[config.mk]
export PLATFORM = sky130hd
export DESIGN_NAME = usb_ctrl_req_decoder
export DESIGN_NICKNAME = d
export VERILOG_FILES = /design/src/rtl/usb_pkg.sv /design/src/rtl/usb_setup_capture.sv /design/src/rtl/usb_ctrl_req_decoder.sv
export SDC_FILE = /design/constraint.sdc
export NUM_CORES = 1
export LEC_CHECK = 0
export CORE_AREA = 2 2 95 97
export CTS_BUF_LIST = sky130_fd_sc_hd__clkbuf_16
export CTS_CLUSTER_DIAMETER = 30
export DETAILED_ROUTE_END_ITERATION = 6
export DIE_AREA = 0 0 97 99
export GPL_TIMING_DRIVEN = 0
export PLACE_DENSITY = 0.78
export SLEW_MARGIN = 0
export SYNTH_ARGS = -nofsm -noshare
export SYNTH_HDL_FRONTEND = slang
export SYNTH_SLANG_ARGS = --single-unit
[constraint.sdc]
create_clock -name clk -period 2.5 [get_ports clk]
set_input_delay 0.5 -clock clk [delete_from_list [all_inputs] [get_ports clk]]
set_output_delay 0.5 -clock clk [all_outputs]
set_load 0.02 [all_outputs]
[src/rtl/usb_pkg.sv]
// Shared USB definitions: standard request codes, setup packet layout,
// pending-request tag and the EP0 control decoder state encoding.
package usb_pkg;

  localparam logic [7:0] REQ_SET_ADDRESS       = 8'h05;
  localparam logic [7:0] REQ_SET_CONFIGURATION = 8'h09;
  localparam logic [7:0] RT_STD_DEV_OUT        = 8'h00;

  localparam int SETUP_LEN = 8;

  // Fields in wire order; multi-byte fields are little-endian on the bus.
  typedef struct packed {
    logic [7:0]  bm_request_type;
    logic [7:0]  b_request;
    logic [15:0] w_value;
    logic [15:0] w_index;
    logic [15:0] w_length;
  } setup_pkt_t;

  typedef enum logic [1:0] {NONE, ADDR, CFG} pend_t;

  typedef enum logic [2:0] {IDLE, RECV, DECODE, WAIT_STATUS, COMMIT} state_t;

  // Join two wire bytes into a 16-bit little-endian field.
  function automatic logic [15:0] le16(input logic [7:0] lo, input logic [7:0] hi);
    return {hi, lo};
  endfunction

endpackage

[src/rtl/usb_setup_capture.sv]
// Collects the 8-byte DATA0 payload of a SETUP transaction, tracks length
// and oversize, and reports whether the packet closed cleanly.
module usb_setup_capture
  import usb_pkg::*;
(
  input  logic       clk,
  input  logic       rst_n,
  input  logic       clr,
  input  logic       en,
  input  logic       data_valid,
  input  logic [7:0] data_byte,
  input  logic       data_end,
  input  logic       data_err,
  output setup_pkt_t pkt,
  output logic       pkt_ok,
  output logic       pkt_bad
);

  localparam logic [3:0] FULL = 4'(SETUP_LEN);

  logic [3:0]                cnt;
  logic                      oversize;
  logic [SETUP_LEN-1:0][7:0] bytes;

  // Byte store and counter; a byte beyond the eighth only flags oversize.
  always_ff @(posedge clk or negedge rst_n) begin
    if (!rst_n) begin
      cnt      <= '0;
      oversize <= 1'b0;
      bytes    <= '0;
    end else if (clr) begin
      cnt      <= '0;
      oversize <= 1'b0;
    end else if (en && data_valid) begin
      if (cnt == FULL) oversize <= 1'b1;
      else begin
        bytes[cnt[2:0]] <= data_byte;
        cnt             <= cnt + 4'd1;
      end
    end
  end

  // Assemble the struct and classify the packet end.
  always_comb begin
    pkt.bm_request_type = bytes[0];
    pkt.b_request       = bytes[1];
    pkt.w_value         = le16(bytes[2], bytes[3]);
    pkt.w_index         = le16(bytes[4], bytes[5]);
    pkt.w_length        = le16(bytes[6], bytes[7]);
    // An error in the same cycle as the end marker wins.
    pkt_ok  = en && data_end && !data_err && (cnt == FULL) && !oversize;
    pkt_bad = en && (data_err || (data_end && !pkt_ok));
  end

endmodule

[src/rtl/usb_ctrl_req_decoder.sv]
// EP0 control-request decoder: handles SET_ADDRESS / SET_CONFIGURATION,
// commits them after the status stage, hands everything else off.
module usb_ctrl_req_decoder
  import usb_pkg::*;
#(
  parameter logic [7:0]  CNFG_VALUE     = 8'd1,
  parameter logic [15:0] STATUS_TIMEOUT = 16'd50000
) (
  input  logic       clk,
  input  logic       rst_n,
  input  logic       setup_start,
  input  logic       data_valid,
  input  logic [7:0] data_byte,
  input  logic       data_end,
  input  logic       data_err,
  input  logic       status_ack,
  output logic       setup_ack,
  output logic       req_other,
  output logic       req_stall,
  output logic       addr_set,
  output logic       cnfg_set,
  output logic [6:0] dev_addr,
  output logic [7:0] cnfg_val
);

  state_t     state, state_nx;
  setup_pkt_t pkt;
  logic       pkt_ok, pkt_bad;
  pend_t      pend;
  logic [7:0] pend_val;
  logic [15:0] timer;

  logic is_set_addr, is_set_cfg, addr_ok, cfg_ok, timeout;
  logic load_addr, load_cfg, stall_set, commit, drop;

  usb_setup_capture u_cap (
    .clk       (clk),
    .rst_n     (rst_n),
    .clr       (setup_start),
    .en        (state == RECV),
    .data_valid(data_valid),
    .data_byte (data_byte),
    .data_end  (data_end),
    .data_err  (data_err),
    .pkt       (pkt),
    .pkt_ok    (pkt_ok),
    .pkt_bad   (pkt_bad)
  );

  // Request classification from the captured packet.
  always_comb begin
    is_set_addr = (pkt.bm_request_type == RT_STD_DEV_OUT) && (pkt.b_request == REQ_SET_ADDRESS);
    is_set_cfg  = (pkt.bm_request_type == RT_STD_DEV_OUT) && (pkt.b_request == REQ_SET_CONFIGURATION);
    addr_ok     = (pkt.w_value[15:7] == '0) && (pkt.w_index == '0) && (pkt.w_length == '0);
    cfg_ok      = (pkt.w_value[15:8] == '0) && (pkt.w_index == '0) && (pkt.w_length == '0) &&
                  ((pkt.w_value[7:0] == CNFG_VALUE) || (pkt.w_value[7:0] == 8'd0));
    timeout     = (timer == (STATUS_TIMEOUT - 16'd1));
  end

  // State register.
  always_ff @(posedge clk or negedge rst_n) begin
    if (!rst_n) state <= IDLE;
    else        state <= state_nx;
  end

  // Next state, register strobes and the state-decoded pulses.
  always_comb begin
    state_nx  = state;
    load_addr = 1'b0;
    load_cfg  = 1'b0;
    stall_set = 1'b0;
    commit    = 1'b0;
    drop      = 1'b0;
    // Pulses depend on state only, so they are glitch-free to the consumer.
    setup_ack = (state == DECODE);
    req_other = (state == DECODE) && !is_set_addr && !is_set_cfg;
    addr_set  = (state == COMMIT) && (pend == ADDR) && (pend_val[6:0] != 7'd0);
    cnfg_set  = (state == COMMIT) && (pend == CFG) && (pend_val == CNFG_VALUE);
    if (setup_start) state_nx = RECV;
    else begin
      case (state)
        IDLE: ;
        RECV: begin
          if (pkt_ok)       state_nx = DECODE;
          else if (pkt_bad) state_nx = IDLE;
        end
        DECODE: begin
          state_nx = IDLE;
          if (is_set_addr) begin
            if (addr_ok) begin
              load_addr = 1'b1;
              state_nx  = WAIT_STATUS;
            end else stall_set = 1'b1;
          end else if (is_set_cfg) begin
            if (cfg_ok) begin
              load_cfg = 1'b1;
              state_nx = WAIT_STATUS;
            end else stall_set = 1'b1;
          end
        end
        WAIT_STATUS: begin
          // A late ACK on the final timer cycle still counts.
          if (status_ack) begin
            commit   = 1'b1;
            state_nx = COMMIT;
          end else if (timeout) begin
            drop     = 1'b1;
            state_nx = IDLE;
          end
        end
        COMMIT:  state_nx = IDLE;
        default: state_nx = IDLE;
      endcase
    end
  end

  // Status-stage timer: runs only while waiting, restarts from 0 on entry.
  always_ff @(posedge clk or negedge rst_n) begin
    if (!rst_n)                    timer <= '0;
    else if (state == WAIT_STATUS) timer <= timer + 16'd1;
    else                           timer <= '0;
  end

  // Pending request, stall level and the committed device registers.
  // Registers load on the status_ack edge so the value and the COMMIT pulse
  // appear together one cycle after the ACK.
  always_ff @(posedge clk or negedge rst_n) begin
    if (!rst_n) begin
      pend      <= NONE;
      pend_val  <= '0;
      req_stall <= 1'b0;
      dev_addr  <= '0;
      cnfg_val  <= '0;
    end else if (setup_start) begin
      pend      <= NONE;
      req_stall <= 1'b0;
    end else begin
      if (stall_set) req_stall <= 1'b1;
      if (load_addr) begin
        pend     <= ADDR;
        pend_val <= {1'b0, pkt.w_value[6:0]};
      end
      if (load_cfg) begin
        pend     <= CFG;
        pend_val <= pkt.w_value[7:0];
      end
      if (commit && pend == ADDR) dev_addr <= pend_val[6:0];
      if (commit && pend == CFG)  cnfg_val <= pend_val;
      if (drop || state == COMMIT) pend <= NONE;
    end
  end

endmodule

After elaboration in Yosys (flattened, before gate mapping)

Index checks and enable logic that the tools add are counted.

Bitwise operators: 2
Muxes and demuxes: 50
Reductions and logical operators: 51
$lt $le $gt $ge: 2
Eq/ne operators: 16
Add/sub/neg operators: 2

Operators by type and width:

| kind                                           | count |
|---|---|
| bitwise mux 64 bit                             | 1 |
| zero test 16 bit                               | 2 |
| two-way mux 1 bit                              | 27 |
| demux 8 bit (select 3 bit)                     | 1 |
| zero test 8 bit                                | 3 |
| two-way mux 8 bit                              | 3 |
| logical AND 1 bit                              | 23 |
| two-way mux 3 bit                              | 6 |
| adder 16 x 1 -> 16 bit (second input constant) | 1 |
| == test 16 bit (second input constant)         | 1 |
| == test 8 x 1 -> 1 bit (second input constant) | 2 |
| two-way mux 16 bit                             | 1 |
| two-way mux 2 bit                              | 7 |
| two-way mux 4 bit                              | 3 |
| one-hot mux 3 bit (4 select lines)             | 1 |
| AND reduction 2 bit                            | 5 |
| zero test 9 bit                                | 1 |
| == test 8 x 3 -> 1 bit (second input constant) | 1 |
| == test 8 x 4 -> 1 bit (second input constant) | 1 |
| inequality test 4 bit (second input constant)  | 2 |
| nonzero test 2 bit                             | 4 |
| nonzero test 7 bit                             | 1 |
| == test 3 x 2 -> 1 bit (second input constant) | 2 |
| AND reduction 3 bit                            | 2 |
| 14 further kinds                               | 22 |

Output and inout bits: 20
Word-level logic and storage cells: 140
Register bits: 114
Input port bits: 15

Depth between registers and ports, before layout

Gate-level depths: netlist of the first run.

Word-level depth: 13
Gate-level depth with buffers: 7
Gate-level depth less buffers: 7

Modules after synthesis

Synthesis of the first run repeated with hierarchy kept, for this count alone.

Cells, all modules: 378
Area, all modules: 5032.3 sq um

By module, submodules not included:

| module               | cells an instance | times used | sequential area each (sq um) | area each (sq um) |
|---|---|---|---|---|
| usb_setup_capture    | 175               | 1          | 1726.7                       | 2802.7 |
| usb_ctrl_req_decoder | 203               | 1          | 1126.1                       | 2229.6 |

Worst setup path before layout of the first run

Ideal clock, no wire load.

Kind: reg2reg
Start: reg state[1]
End: reg pend_val[0]
Path slack: 0.519 ns
Buffers on the path: 0
Library setup time: 0.125 ns
Stages on the path, launching flop included: 6
Period minus slack after synthesis: 1.981 ns
Data required time: 2.375 ns
Arrival: 1.857 ns
Cells stage by stage: dfrtp_1 > nor3b_2 > nand4_2 > nor4_4 > nand3b_4 > mux2_2

Longest elaborated chain between the ends: 5
Elaborated cells between the ends (all ways): 8
Classes of those cells: 1 x eq/ne; 5 x mux; 2 x reduce/logical

RTL lines:

| element                              | line                        | source |
|---|---|---|
| start: declaration                   | usb_ctrl_req_decoder.sv:26  | `state_t state, state_nx;` |
| start signal: assignment             | usb_ctrl_req_decoder.sv:63  | `else state <= state_nx;` |
| == test 3 x 2 -> 1 bit (*)           | --                          |  |
| named net setup_ack                  | usb_ctrl_req_decoder.sv:17  | `output logic setup_ack,` |
| two-way mux 1 bit                    | usb_ctrl_req_decoder.sv:81  | `case (state)` |
| two-way mux 1 bit                    | usb_ctrl_req_decoder.sv:79  | `if (setup_start) state_nx = RECV;` |
| nonzero test 2 bit (no source line)  | --                          |  |
| AND reduction 2 bit (no source line) | --                          |  |
| end signal: assignment               | usb_ctrl_req_decoder.sv:141 | `pend_val <= {1'b0, pkt.w_value[6:0]};` |
| end signal: assignment               | usb_ctrl_req_decoder.sv:145 | `pend_val <= pkt.w_value[7:0];` |
| end: declaration                     | usb_ctrl_req_decoder.sv:30  | `logic [7:0] pend_val;` |

Mark *: on every way through the listed nets, which the timed path passes. The rest lies on a longest branch.
A chain may end at the register's enable or synchronous reset.

Final worst setup path of the first run

Start: reg state[1]
End: out setup_ack

Longest elaborated chain between the ends: 1

RTL lines:

| element                | line                       | source |
|---|---|---|
| == test 3 x 2 -> 1 bit | usb_ctrl_req_decoder.sv:75 | `setup_ack = (state == DECODE);` |
| end: declaration       | usb_ctrl_req_decoder.sv:17 |  |

Every way passes these cells.

==> flow_summary.toml, run 1 <==
[timing]
period_share = 0.9659
finalHoldViolations = 0
worst_pin_slew_ps = 551.1
layout_min_cycle_time_ps = 2415
tns_ps = 0
slew_viol_final = 0
skew_ps = 8.992
rsz0062_at_grt = "false"
relSlewSlack = 0.6299
setup_ws_ps = 85.13
clock.fmax_ghz = 0.4141
hold_ws_ps = 65.51
setup_viol = 0

[synthesis]
synth_top_area_cell = "dfrtp_1"
ys_seq_area_frac = 0.5816
synth_top_family_by_area = "multiplexers"
synthCells = 372
synth.most_common_cell = "dfrtp_1"
synth-edff-count = 0
synth_xor_area_frac = 0.02857
yosys_warnings = 0
postSynth.asyncResetShare = 1.000
synth_compound_gate_area_share = 0.02041
synthSimpleGateAreaFrac = 0.1518
synthAdderAreaFrac = 0.007653
syn_nets = 390
synth_mux_area_frac = 0.2015
syn_area_per_cell_um2 = 13.18
synthFlopType = "dfrtp_1"
synthTopCellsByArea = "dfrtp_1 (58%), mux2_2 (20%), nor2_1 (3.2%), nor4_1 (2.0%), xnor2_1 (1.6%)"
synth_commonest_cells = "dfrtp_1 (114), mux2_2 (86), nor2_1 (42)"
synth_seq_cells = 114
netlist.area_leader.share = 0.5816
syn_area_um2 = 4905
synthDistinctLibCells = 38

[cells_and_area]
final_util = 0.7117
n_antenna_cell = 0
seq_area_um2 = 2853
fin_cells = 548
nNetsFinal = 445
area_growth_pct = 24.08
fillers = 572
drive_gt1_frac = 0.3273
multi_input_area_um2 = 2052
design_area_um2 = 6086

[place]
io_buffer_count = 34
dpl_worst_slack_ps = -61.92
dp_cells = 515
place_area_um2 = 5405
gp_congestion = 0.8049
dp_hpwl_mm = 6.216

[route]
wl_per_cell_um = 17.90
postRouteAntennaNets = 0
detail_route.first_pass.iterations = 4
via_per_inst = 5.743
drc_errors = 0
drt-total-wl_mm = 9.810
vias = 3147
drt_iter0_drc = 98

[floorplan]
initial_core_util = 0.5736
rows = 34
die_x_um = 97
coreArea_um2 = 8551
die_area_um2 = 9603
io_pins = 35
die_h_um = 99

[setup_path]
critPathMaxStageDelay_ps = 670
cp.required_ps = 2000
worstPathCellList = "nor3b_4 > clkdlybuf4s50_1"
cp.buffers_inverters = 1
crit_family = "buffers and inverters"
criticalPathCategory = "reg -> out"
cp-start-kind = "flop"
endpoint_kind = "output pin"
slowest_stage = "clkdlybuf4s50_1"
crit_path_max_fanout = 5
worstPathArrival_ps = 1910

[clock_tree]
numCtsBuffers = 17
cts_root_buffer = "clkbuf_16"
clk_latency_ps = 410
cts_buffer_depth = 2
clock-sinks = 114
cts_tree = "yes"
cts.htree.levels = 4
path_clk_slew_ps = 50
hold_buffers = 0

[power]
peakVddDrop_mv = 0.5970
cellPowerDensity_nw_per_um2 = 832.0
p_total_mw = 5.063
p_leak_nw = 2.824

[global_routing]
first_global_vias = 3261
grt.overflow.total = 0
grt_usage = 0.2206
grt_max_degree = 76
antenna_found_initial = 0
grt_pass1_wl_mm = 16.30

[job]
cap_violations = 0

[run_status]
outcome = "completed"

[worst_hold_path]
min_path_type = "in -> async"
## layer usage
layer	track usage	wire length (µm)	vias to the layer above	part of all wire
met5	0	0	-	0
met4	0.07367	133	0	0.014
met3	0.06809	390	16	0.040
met2	0.3574	4918	66	0.50
met1	0.2863	4368	1604	0.45
li1	-	-	1461	-
## cell families (layout without fill, tap and decap cells)
logic type / after synthesis / count (layout)
compound gates: 16 / 16
xor+xnor: 16 / 16
fa+ha+maj: 3 / 3
buf+inv: 11 / 79
flops: 114 / 114
mux: 88 / 88
simple gates: 124 / 124
## sequential cells by signal, indices dropped and copies added (netlist names)
signal          cells
cnfg_val            8
dev_addr            7
u_cap.cnt           4
u_cap.oversize      1
state               3
pend                2
u_cap.pkt          64
pend_val            8
req_stall           1
timer              16
## where the power goes
group | switching, mW | internal, mW | total (mW)
Combinational | 0.207 | 0.178 | 0.385
Sequential | 0.0991 | 1.97 | 2.07
Clock | 0.846 | 1.76 | 2.60
Total | 1.15 | 3.91 | 5.06
## cell type report
type / count / share of cell area
sequential: 114 / 0.4688
multi-input combinational: 247 / 0.3372
clock buffer: 17 / 0.06990
timing repair buffer: 36 / 0.06003
clock inverter: 15 / 0.03516
tap: 108 / 0.02220
inverter: 9 / 0.005551
buffer: 2 / 0.001234
## timing repair
action                                 in CTS  in global routing
buffers inserted                            1                  0
setup endpoints to repair                   4                  3
endpoints found under the hold margin       0                  0
pin swaps                                   1                  0
gates resized for setup                     9                  4
gates cloned                                0                  0
## worst paths after layout
path	slack (ps)	end	from	cells after the start
max	90	setup_ack	state[1]	2
max in group asynchronous	1700	u_cap.pkt[15]	rst_n	2
min reg2reg	490	timer[0]	timer[0]	1
max reg2reg	290	pend_val[6]	u_cap.pkt[18]	5
min in group clk	490	timer[0]	timer[0]	1
min	70	timer[7]	rst_n	1
## layout by cell type (no fill, tap or decap), drive strengths merged, types with 3 or more instances in the layout
| cell | Yosys | routed |
|---|---|---|
| nand2 | 19 | 19 |
| nand3 | 11 | 11 |
| nor3 | 7 | 7 |
| buf | 0 | 3 |
| a31oi | 3 | 3 |
| ha | 3 | 3 |
| o21ai | 4 | 4 |
| dfrtp | 114 | 114 |
| nor3b | 3 | 3 |
| inv | 9 | 10 |
| xor2 | 7 | 7 |
| nand4 | 8 | 8 |
| mux2 | 86 | 86 |
| clkdlybuf4s50 | 0 | 30 |
| bufinv | 0 | 5 |
| clkbuf | 2 | 20 |
| clkinv | 0 | 7 |
| nor4 | 18 | 18 |
| nor2 | 43 | 43 |
| nor4b | 3 | 3 |
| xnor2 | 9 | 9 |
| a21oi | 6 | 6 |
(Power assumes the default switching activity.)
==> run 2: changes to the inputs <==
CORE_AREA = 2 2 94 96   (was 2 2 95 97)
DIE_AREA = 0 0 96 98   (was 0 0 97 99)
DONT_BUFFER_PORTS = 1   (was unset)
PLACE_DENSITY = 0.74   (was 0.78)
==> run 2 against run 1 <==
Compared with the run above: the flow now finishes with violations (negative hold slack); clock-buffer cell count did not move; sequential cell count did not move; utilization fell by 4.4 points; sequential share of layout area rose by 3.6 points; wire length fell by 2.4%; total power fell by 6.8%; sequential power barely moved; global-route usage rose by 0.36 points; cell count fell by 6.6%; register-to-register slack got worse by 100 ps; fmax rose by 2.4%; cell area fell by 7.1%.
==> flow_summary.toml, run 2 (synthesis results as in run 1) <==
[run_status]
outcome = "finished with violations"
violations = "negative hold slack"

[power]
p_leak_nw = 2.629
p_int_mw = 3.595
p_sw_mw = 1.126
peakVddDrop_mv = 0.5044
sw_frac_of_total = 0.2386
cellPowerDensity_nw_per_um2 = 835.0
p_clk_frac = 0.501
p_total_mw = 4.721
seqPwrFrac = 0.437
pwr-share-comb = 0.063

[clock_tree]
clk_latency_ps = 410
cts_root_buffer = "clkbuf_16"
cts_tree = "yes"
cts.htree.levels = 4
clock-sinks = 114
numCtsBuffers = 17
path_clk_slew_ps = 60
cts_buffer_depth = 2
post_cts_buffers = 0

[route]
wl_per_cell_um = 18.71
via_per_inst = 5.811
postRouteAntennaNets = 0
detail_route.first_pass.iterations = 4
drc_errors = 0
drt-total-wl_mm = 9.578
drt_iter0_drc = 111
vias = 2975

[cells_and_area]
fillers = 618
largest_register_ffs = 64
area_growth_pct = 15.28
drive_gt1_frac = 0.3391
nNetsFinal = 409
final_util = 0.6679
layout_common_cells = "dfrtp_1 (114), mux2_2 (86), nor2_1 (42), clkbuf_16 (17), nor4_1 (15)"
n_antenna_cell = 0
fin_cells = 512
final_common_cell = "dfrtp_1"

[floorplan]
coreArea_um2 = 8466
die_x_um = 96
initial_core_util = 0.5794
rows = 34
io_pins = 35
die_h_um = 98
die_area_um2 = 9408

[setup_path]
cp.required_ps = 2000
criticalPathCategory = "reg -> out"
r2r_slack_ps = 190
r2r_start = "u_cap.pkt[22]"
cp-start-kind = "flop"
setup.worst_path.end = "req_other"
worstPathArrival_ps = 1860
r2r_end = "pend_val[1]"
startpoint = "state[1]"
reg2regPathDepth = 5
crit_path_max_fanout = 5
endpoint_kind = "output pin"

[timing]
setup_ws_ps = 142.5
worst_pin_slew_ps = 605.2
clock.fmax_ghz = 0.4242
rsz0062_at_grt = "false"
skew_ps = 9.362
period_share = 0.9430
hold_ws_ps = -222.7
setup_viol = 0
layout_min_cycle_time_ps = 2357
finalHoldViolations = 114
tns_ps = 0
slew_viol_final = 0
relSlewSlack = 0.5935

[global_routing]
first_global_vias = 3134
grt_pass1_wl_mm = 15.84
grt.overflow.total = 0
antenna_found_initial = 0
grt_max_degree = 115
grt_usage = 0.2243

[worst_hold_path]
min_path_type = "in -> async"

[place]
io_buffer_count = 0
dpl_worst_slack_ps = 142.5
dp_hpwl_mm = 5.985
dp_cells = 480
gp_congestion = 0.8333

[job]
cap_violations = 0
[run 2: changes by cell type in the layout (fill, tap and decap cells not counted), sizes merged, moves of 2 or more]
cell           previous run  this run
bufinv                    5         2
dlygate4sd2               2         0
clkinv                    7         4
clkdlybuf4s50            30         0
buf                       3         0
inv                      10        13
clkinvlp                  2         5
[run 2: critical path, cell delays in order, from the launching register on]
cell	delay, ps
dfrtp_1	510
nor3b_4	500
nor2b_1	440
[run 2: routing by layer]
metal  vias to the layer above  GRT usage  part of all wire
met1                      1513     0.2981              0.45
met3                        17    0.06944             0.051
li1                       1379          -                 -
met5                         -          0                 0
met2                        66     0.3419              0.49
met4                         0    0.09231             0.016
[run 2: how the worst min path moves through the flow]
| stage | from | endpoint | slack (ps) | depth (start not counted) |
|---|---|---|---|---|
| finish | rst_n | timer[7] | -220 | 0 |
| global route | rst_n | timer[5] | -240 | 0 |
| CTS | rst_n | timer[5] | -230 | 0 |
| detailed placement | rst_n | timer[5] | 210 | 0 |
| global placement | rst_n | timer[5] | 210 | 0 |
| floorplan | rst_n | cnfg_val[0] | 200 | 0 |
[run 2: area by class of cell]
| cell class | instances | area [µm²] | area share |
|---|---|---|---|
| Buffer | 2 | 7.507 | 0.001328 |
| Clock buffer | 17 | 425.4 | 0.07524 |
| Clock inverter | 15 | 157.7 | 0.02788 |
| Inverter | 9 | 33.78 | 0.005975 |
| Multi-Input combinational cell | 247 | 2042 | 0.3611 |
| Sequential cell | 114 | 2853 | 0.5045 |
| Tap cell | 108 | 135.1 | 0.02390 |
[run 2: timing repair]
item | in CTS | in global routing
gates resized for setup | 2 | 3
endpoints found under the hold margin | 114 | 114
endpoints found under the setup margin | 2 | 10
[run 2: power by group through the flow]
stage / combinational (mW) / clock, mW / sequential [mW]
finish: 0.295 / 2.36 / 2.06
global route: 0.323 / 2.48 / 2.08
CTS: 0.295 / 2.38 / 2.06
detailed placement: 0.289 / 0 / 2.09
global placement: 0.276 / 0 / 2.08
floorplan: 0.243 / 0 / 2.06
[run 2: through the flow]
stage	instance area [µm²]	hold slack (ps)
after floorplan	4905	204.4
after global placement	5040	206.6
after detailed placement	5040	207.6
after CTS	5635	-230.1
after global routing	5654	-239.2
final	5654	-222.7
==> run 3: changes to the inputs <==
SKIP_LAST_GASP = 1   (was unset)
==> results of run 3 <==
Final layout, timing and power as in run 2 (identical DEF).
